<file path="config.mk">
export PLATFORM = sky130hd
export DESIGN_NAME = knn_topk_select
export DESIGN_NICKNAME = d
export VERILOG_FILES = /design/src/rtl/knn_topk_select.sv
export SDC_FILE = /design/constraint.sdc
export NUM_CORES = 2
export LEC_CHECK = 0
export BUFFER_PORTS_ARGS = -buffer_cell sky130_fd_sc_hd__buf_2
export CORE_ASPECT_RATIO = 0.5
export CORE_MARGIN = 2
export CORE_UTILIZATION = 30
export DETAILED_ROUTE_END_ITERATION = 10
export PLACE_DENSITY_LB_ADDON = 0.2
export SLEW_MARGIN = 20
export SYNTH_ARGS = -nofsm -noshare
export SYNTH_HDL_FRONTEND = slang
export SYNTH_SLANG_ARGS = --single-unit
</file>
<file path="constraint.sdc">
create_clock -name clk -period 47.9 [get_ports clk]
set_input_delay 9.58 -clock clk [delete_from_list [all_inputs] [get_ports clk]]
set_output_delay 9.58 -clock clk [all_outputs]
set_load 0.01 [all_outputs]
</file>
<file path="src/rtl/knn_topk_select.sv">
// Top-k selector for the k-NN distance stream: keeps the k smallest (distance, label) pairs
// in a sorted compare-shift array and drains them in ascending order. Optional macro KNN_TOPK_STATS_EN adds query counters.
module knn_topk_select #(
    parameter int DIST_W  = 32,
    parameter int LABEL_W = 8,
    parameter int K_MAX   = 16,
    parameter int K_W     = $clog2(K_MAX + 1)
) (
    input  logic               clk,
    input  logic               rst,
    input  logic [K_W-1:0]     k_val,
    input  logic               s_valid,
    output logic               s_ready,
    input  logic [DIST_W-1:0]  s_dist,
    input  logic [LABEL_W-1:0] s_label,
    input  logic               s_last,
    output logic               m_valid,
    input  logic               m_ready,
    output logic [DIST_W-1:0]  m_dist,
    output logic [LABEL_W-1:0] m_label,
    output logic               m_last,
`ifdef KNN_TOPK_STATS_EN
    output logic [31:0]        cand_cnt,
    output logic [31:0]        ins_cnt,
`endif
    output logic               busy
);

    typedef enum logic [0:0] {
        COLLECT = 1'b0,
        DRAIN   = 1'b1
    } state_t;

    function automatic logic [K_W-1:0] clamp_k(input logic [K_W-1:0] k);
        if (k == K_W'(0)) begin
            clamp_k = K_W'(1);
        end else if (k > K_W'(K_MAX)) begin
            clamp_k = K_W'(K_MAX);
        end else begin
            clamp_k = k;
        end
    endfunction

    state_t             state_r, state_next_s;
    logic [DIST_W-1:0]  slot_dist_r  [K_MAX];
    logic [LABEL_W-1:0] slot_label_r [K_MAX];
    logic [K_MAX-1:0]   slot_valid_r;
    logic [DIST_W-1:0]  dist_next_s  [K_MAX];
    logic [LABEL_W-1:0] label_next_s [K_MAX];
    logic [K_MAX-1:0]   valid_next_s;
    logic [DIST_W-1:0]  up_dist_s    [K_MAX];
    logic [LABEL_W-1:0] up_label_s   [K_MAX];
    logic [DIST_W-1:0]  dn_dist_s    [K_MAX];
    logic [LABEL_W-1:0] dn_label_s   [K_MAX];
    logic [K_MAX-1:0]   lt_s, prev_lt_s;
    logic [K_W-1:0]     count_r, count_next_s;
    logic [K_W-1:0]     k_eff_r, k_use_s;
    logic               s_ready_r, m_valid_r, busy_r;
    logic               accept_s, first_s, drain_hs_s, final_hs_s, busy_next_s;

    assign accept_s   = s_valid && s_ready_r && (state_r == COLLECT);
    assign first_s    = !busy_r;
    assign k_use_s    = first_s ? clamp_k(k_val) : k_eff_r;
    assign drain_hs_s = m_valid_r && m_ready;
    assign final_hs_s = drain_hs_s && (count_r == K_W'(1));

    assign s_ready = s_ready_r;
    assign m_valid = m_valid_r;
    assign m_dist  = slot_dist_r[0];
    assign m_label = slot_label_r[0];
    assign m_last  = m_valid_r && (count_r == K_W'(1));
    assign busy    = busy_r;

    // Per-slot compare: empty slots act as +infinity, slots at or above k_eff never take the candidate.
    always_comb begin
        lt_s      = '0;
        prev_lt_s = '0;
        for (int i = 0; i < K_MAX; i++) begin
            if (K_W'(i) < k_use_s) begin
                lt_s[i] = !slot_valid_r[i] || (s_dist < slot_dist_r[i]);
            end else begin
                lt_s[i] = 1'b0;
            end
        end
        for (int i = 1; i < K_MAX; i++) begin
            prev_lt_s[i] = lt_s[i-1];
        end
    end

    // Neighbour views of the array used for shift-up on insert and shift-down on drain.
    always_comb begin
        up_dist_s[0]          = '0;
        up_label_s[0]         = '0;
        dn_dist_s[K_MAX-1]    = '0;
        dn_label_s[K_MAX-1]   = '0;
        for (int i = 1; i < K_MAX; i++) begin
            up_dist_s[i]  = slot_dist_r[i-1];
            up_label_s[i] = slot_label_r[i-1];
        end
        for (int i = 0; i < K_MAX - 1; i++) begin
            dn_dist_s[i]  = slot_dist_r[i+1];
            dn_label_s[i] = slot_label_r[i+1];
        end
    end

    // Next array contents and occupancy count.
    always_comb begin
        dist_next_s  = slot_dist_r;
        label_next_s = slot_label_r;
        valid_next_s = slot_valid_r;
        count_next_s = count_r;
        if (accept_s) begin
            // The first slot whose compare fires takes the candidate; slots above it take their lower neighbour.
            for (int i = 0; i < K_MAX; i++) begin
                if (lt_s[i] && prev_lt_s[i]) begin
                    dist_next_s[i]  = up_dist_s[i];
                    label_next_s[i] = up_label_s[i];
                    valid_next_s[i] = (i == 0) ? 1'b1 : slot_valid_r[i-1];
                end else if (lt_s[i]) begin
                    dist_next_s[i]  = s_dist;
                    label_next_s[i] = s_label;
                    valid_next_s[i] = 1'b1;
                end else begin
                    dist_next_s[i]  = slot_dist_r[i];
                    label_next_s[i] = slot_label_r[i];
                    valid_next_s[i] = slot_valid_r[i];
                end
            end
            if (first_s) begin
                count_next_s = K_W'(1);
            end else if (count_r >= k_use_s) begin
                count_next_s = k_use_s;
            end else begin
                count_next_s = count_r + K_W'(1);
            end
        end else if (final_hs_s) begin
            valid_next_s = '0;
            count_next_s = '0;
        end else if (drain_hs_s) begin
            dist_next_s  = dn_dist_s;
            label_next_s = dn_label_s;
            valid_next_s = {1'b0, slot_valid_r[K_MAX-1:1]};
            count_next_s = count_r - K_W'(1);
        end else begin
            count_next_s = count_r;
        end
    end

    // Next-state and busy decode.
    always_comb begin
        state_next_s = state_r;
        busy_next_s  = busy_r;
        case (state_r)
            COLLECT: begin
                if (accept_s && s_last) begin
                    state_next_s = DRAIN;
                end else begin
                    state_next_s = COLLECT;
                end
                busy_next_s = busy_r || accept_s;
            end
            DRAIN: begin
                if (final_hs_s) begin
                    state_next_s = COLLECT;
                    busy_next_s  = 1'b0;
                end else begin
                    state_next_s = DRAIN;
                    busy_next_s  = 1'b1;
                end
            end
            default: begin
                state_next_s = COLLECT;
                busy_next_s  = 1'b0;
            end
        endcase
    end

    // Control state, handshake outputs and latched k.
    always_ff @(posedge clk or posedge rst) begin
        if (rst) begin
            state_r   <= COLLECT;
            s_ready_r <= 1'b0;
            m_valid_r <= 1'b0;
            busy_r    <= 1'b0;
            count_r   <= '0;
            k_eff_r   <= '0;
        end else begin
            state_r   <= state_next_s;
            s_ready_r <= (state_next_s == COLLECT);
            m_valid_r <= (state_next_s == DRAIN);
            busy_r    <= busy_next_s;
            count_r   <= count_next_s;
            if (accept_s && first_s) begin
                k_eff_r <= k_use_s;
            end
        end
    end

    // Sorted slot storage.
    always_ff @(posedge clk or posedge rst) begin
        if (rst) begin
            for (int i = 0; i < K_MAX; i++) begin
                slot_dist_r[i]  <= '0;
                slot_label_r[i] <= '0;
            end
            slot_valid_r <= '0;
        end else begin
            slot_dist_r  <= dist_next_s;
            slot_label_r <= label_next_s;
            slot_valid_r <= valid_next_s;
        end
    end

`ifdef KNN_TOPK_STATS_EN
    logic [31:0] cand_cnt_r, ins_cnt_r;
    logic        ins_s;

    assign ins_s    = |lt_s;
    assign cand_cnt = cand_cnt_r;
    assign ins_cnt  = ins_cnt_r;

    // Per-query saturating counters; restart on the first beat so DRAIN still shows the finished query.
    always_ff @(posedge clk or posedge rst) begin
        if (rst) begin
            cand_cnt_r <= 32'd0;
            ins_cnt_r  <= 32'd0;
        end else if (accept_s && first_s) begin
            cand_cnt_r <= 32'd1;
            ins_cnt_r  <= ins_s ? 32'd1 : 32'd0;
        end else if (accept_s) begin
            cand_cnt_r <= (cand_cnt_r == 32'hFFFF_FFFF) ? cand_cnt_r : cand_cnt_r + 32'd1;
            if (ins_s && (ins_cnt_r != 32'hFFFF_FFFF)) begin
                ins_cnt_r <= ins_cnt_r + 32'd1;
            end
        end
    end
`endif

endmodule

</file>
==> impl_metrics.csv <==
group,metric,value,unit
outcome,status,"completed",
final_layout,area_growth,11.0,%
floorplanning,initial_core_util,30.1,%
cts,cts_resized,0,
setup_path,crit_fanout,40,
power,power.internal,1.73,mW
timing,fmax,0.0727,GHz
cts,cts_tree,"yes",
synthesis,syn_nets,6133,
floorplanning,die_x,566,um
timing,hold_violations,0,
cts,post_cts_buffers,0,
min_path,min_path_type,"reg2reg",
power,power.density,61.5,mW/mm2
power,p_seq_share,31.2,%
power,combPwrFrac,49.5,%
global_routing,grt_max_degree,108,
setup_path,r2r_cells,12,
synthesis,ys.flop_type,"dfrtp_1",
cts,clk_pin_slew,60,ps
setup_path,rrSetupSlack,42400,ps
timing,max_slew.worst_pin.slew,1230,ps
detailed_routing,routed_wl,178000,um
final_layout,ff_latch_area,0.0167,mm2
floorplanning,die_area,0.162,mm2
global_routing,grt_overflow_total,0,
global_routing,grt_use_total,21.7,%
timing,tns,0,ps
timing,relSlewSlack,17.3,%
global_routing,first_global_vias,43600,
floorplanning,num_rows,103,
power,p_total,3.24,mW
min_path,holdPathEnd,"dn_label_s[13]$_DFFE_PP0P_",
setup_path,cp-start-kind,"input port",
timing,slew_viol_final,0,
timing,finalClockSkew,33.9,ps
detailed_routing,viasPerCell,5.64,
final_layout,final_cell_mix,"669 x dfrtp_1, 512 x inv_1, 504 x ha_1",
setup_path,end_kind,"flop",
synthesis,yosysWarnings,0,
place,dpl_cell_area,0.0500,mm2
power,pwr-share-clk,19.3,%
setup_path,critPathRequiredTime,48470,ps
synthesis,ys_ff_latch,669,
min_path,min-delay-start,"dn_label_s[13]$_DFFE_PP0P_",
detailed_routing,dr.pass1.iters,5,
final_layout,multi_input_area,0.0274,mm2
floorplanning,pin_count,94,
final_layout,drive_gt1_share,7.89,%
final_layout,fill_cells,16300,
final_layout,layout.nets,6026,
power,switchingPower,1.51,mW
floorplanning,die_h,285,um
synthesis,yosysSeqAreaShare,35.3,%
floorplanning,core-area,0.157,mm2
setup_path,crit_path_top_delay_cell,"a21oi_4",
setup_path,cp.buffers_inverters,3,
setup_path,critPathKind,"in2reg",
setup_path,r2r_end,"dn_dist_s[161]$_DFFE_PP0P_",
synthesis,async_reset_ff_share,100,%
setup_path,crit_cells,11,
cts,cts_root_buffer,"clkbuf_16",
timing,setup_viol,0,
cts,cts-htree-levels,3,
timing,fin_crit_sh,28.7,%
detailed_routing,avgRoutedWirePerCell,23.4,um
detailed_routing,final_antenna_net_count,0,
detailed_routing,drc,0,
cts,clock_latency,680,ps
global_routing,grt_pass1_wl,274000,um
power,switching_share,46.7,%
synthesis,synth-edff-count,0,
detailed_routing,drtIter0Drc,3244,
detailed_routing,vias,43100,
job,drv_cap,0,
synthesis,synth.cell_area,0.0474,mm2
power,irDropWorstVdd,38.6,uV
global_routing,antenna_found_initial,12,
cts,clk_path_buf_depth,3,
final_layout,fin_area,0.0527,mm2
setup_path,cp_cell_sequence,"buf_2 > buf_4 > ha_1 > a21oi_1 > a21oi_1 > a31oi_1 > nand3_1 > a21oi_4 > buf_4 > nand2_2 > o21ai_0",
timing,whs,481,ps
timing,rsz0062_at_grt,"false",
setup_path,crit_family,"compound AO/OA/AOI/OAI gates",
synthesis,ys_types,73,
min_path,hold_path_depth,1,
cts,ctsHoldBuffers,0,
place,dp_hpwl,127000,um
place,gp_congestion,0.868,
timing,fin_crit,13760,ps
setup_path,crit_arrival,14330,ps
setup_path,rr_startpoint,"count_r[1]$_DFFE_PP0P_",
cts,cts_made_buffers,78,
synthesis,synthCells,5579,
final_layout,post-route-util,33.5,%
place,portBuffers,93,
final_layout,layout_commonest_cell,"dfrtp_1",
power,power.leakage,23.6,nW
setup_path,crit_path_max_incr_delay,1000,ps
cts,clkSinkCount,669,
synthesis,syn_avg_cell_area,8.50,um2
power by group through the flow:
stage               Clock, mW  Sequential [mW]  Combinational, mW
CTS                     0.639             1.01               1.59
finish                  0.626             1.01               1.61
global placement            0             1.01               1.55
floorplan                   0            0.936               1.12
detailed placement          0             1.01               1.58
global route            0.661             1.04               1.78
flip-flops by register name, summed over array words and instances, names as in the netlist:
signal / cells
dn_dist_s: 480
busy: 1
m_valid: 1
m_label: 8
slot_valid_r: 16
dn_label_s: 120
s_ready: 1
k_eff_r: 5
count_r: 5
m_dist: 32
logic make-up (layout without fill, tap and decap cells):
group           Yosys count  in the layout  share of synthesized area (%)
compound gates         1909           1909                           25.0
simple gates           1293           1293                           12.6
buf+inv                 909            854                           7.64
flops                   669            669                           35.3
fa+ha+maj               504            504                           13.3
mux                     291            291                           6.15
xor+xnor                  4              4                         0.0739
other cells               0              3                              0
area by class of cell:
cell class / instances / share of cell area, %
well taps: 2100 / 4.99
inverters: 513 / 3.67
diodes: 3 / 0.0143
flip-flops and latches: 669 / 31.8
clock inverters: 18 / 0.511
repair buffers: 209 / 2.79
clock buffers: 114 / 4.29
multi-input cells: 4001 / 52.0
synthesized netlist by cell type (9+ instances only):
cell type | instances | area [um2]
dfrtp_1 | 669 | 16700
inv_1 | 513 | 1930
ha_1 | 504 | 6310
a21oi_1 | 494 | 2470
o21ai_0 | 480 | 2400
nand2_1 | 426 | 1600
nor2_1 | 299 | 1120
mux2i_1 | 289 | 2890
clkbuf_1 | 281 | 1050
nor3_1 | 245 | 1230
o22ai_1 | 150 | 938
a22oi_1 | 147 | 1100
a21o_1 | 123 | 923
o21ai_1 | 100 | 500
a22o_1 | 82 | 718
a2bb2oi_1 | 80 | 701
buf_2 | 67 | 335
nand4_1 | 66 | 413
o2bb2ai_1 | 62 | 543
and3_1 | 61 | 382
nand3_1 | 49 | 245
or3_1 | 37 | 231
a211oi_1 | 33 | 248
nor2_2 | 33 | 206
a21oi_2 | 31 | 272
nand2b_1 | 31 | 194
buf_1 | 27 | 101
o31ai_1 | 24 | 180
o21a_1 | 22 | 165
a31oi_1 | 15 | 93.8
buf_6 | 13 | 146
o211ai_1 | 10 | 75.1
nor2b_1 | 9 | 56.3
worst max path at each step:
stage                                      to  slack [ps]       start
finish              dn_dist_s[69]$_DFFE_PP0P_       34140  s_dist[11]
global route        dn_dist_s[88]$_DFFE_PP0P_       34060  s_dist[11]
CTS                 dn_dist_s[64]$_DFFE_PP0P_       34350  s_dist[11]
detailed placement  dn_dist_s[64]$_DFFE_PP0P_       33650  s_dist[11]
global placement    dn_dist_s[69]$_DFFE_PP0P_       33660  s_dist[11]
floorplan                      busy$_DFF_PP0_       19570         rst
layer usage:
metal | GRT usage, % | routed length, um
met1 | 31.9 | 87600
met2 | 33.4 | 77800
met4 | 5.18 | 3890
met5 | 0 | 46
met3 | 2.83 | 9070
through the flow:
stage / std cells / setup slack [ps]
detailed placement: 7487 / 33650
global placement: 7486 / 33660
global route: 7624 / 34060
CTS: 7619 / 34350
finish: 7627 / 34140
floorplan: 5579 / 19570
Power figures use the tool's default switching activity.
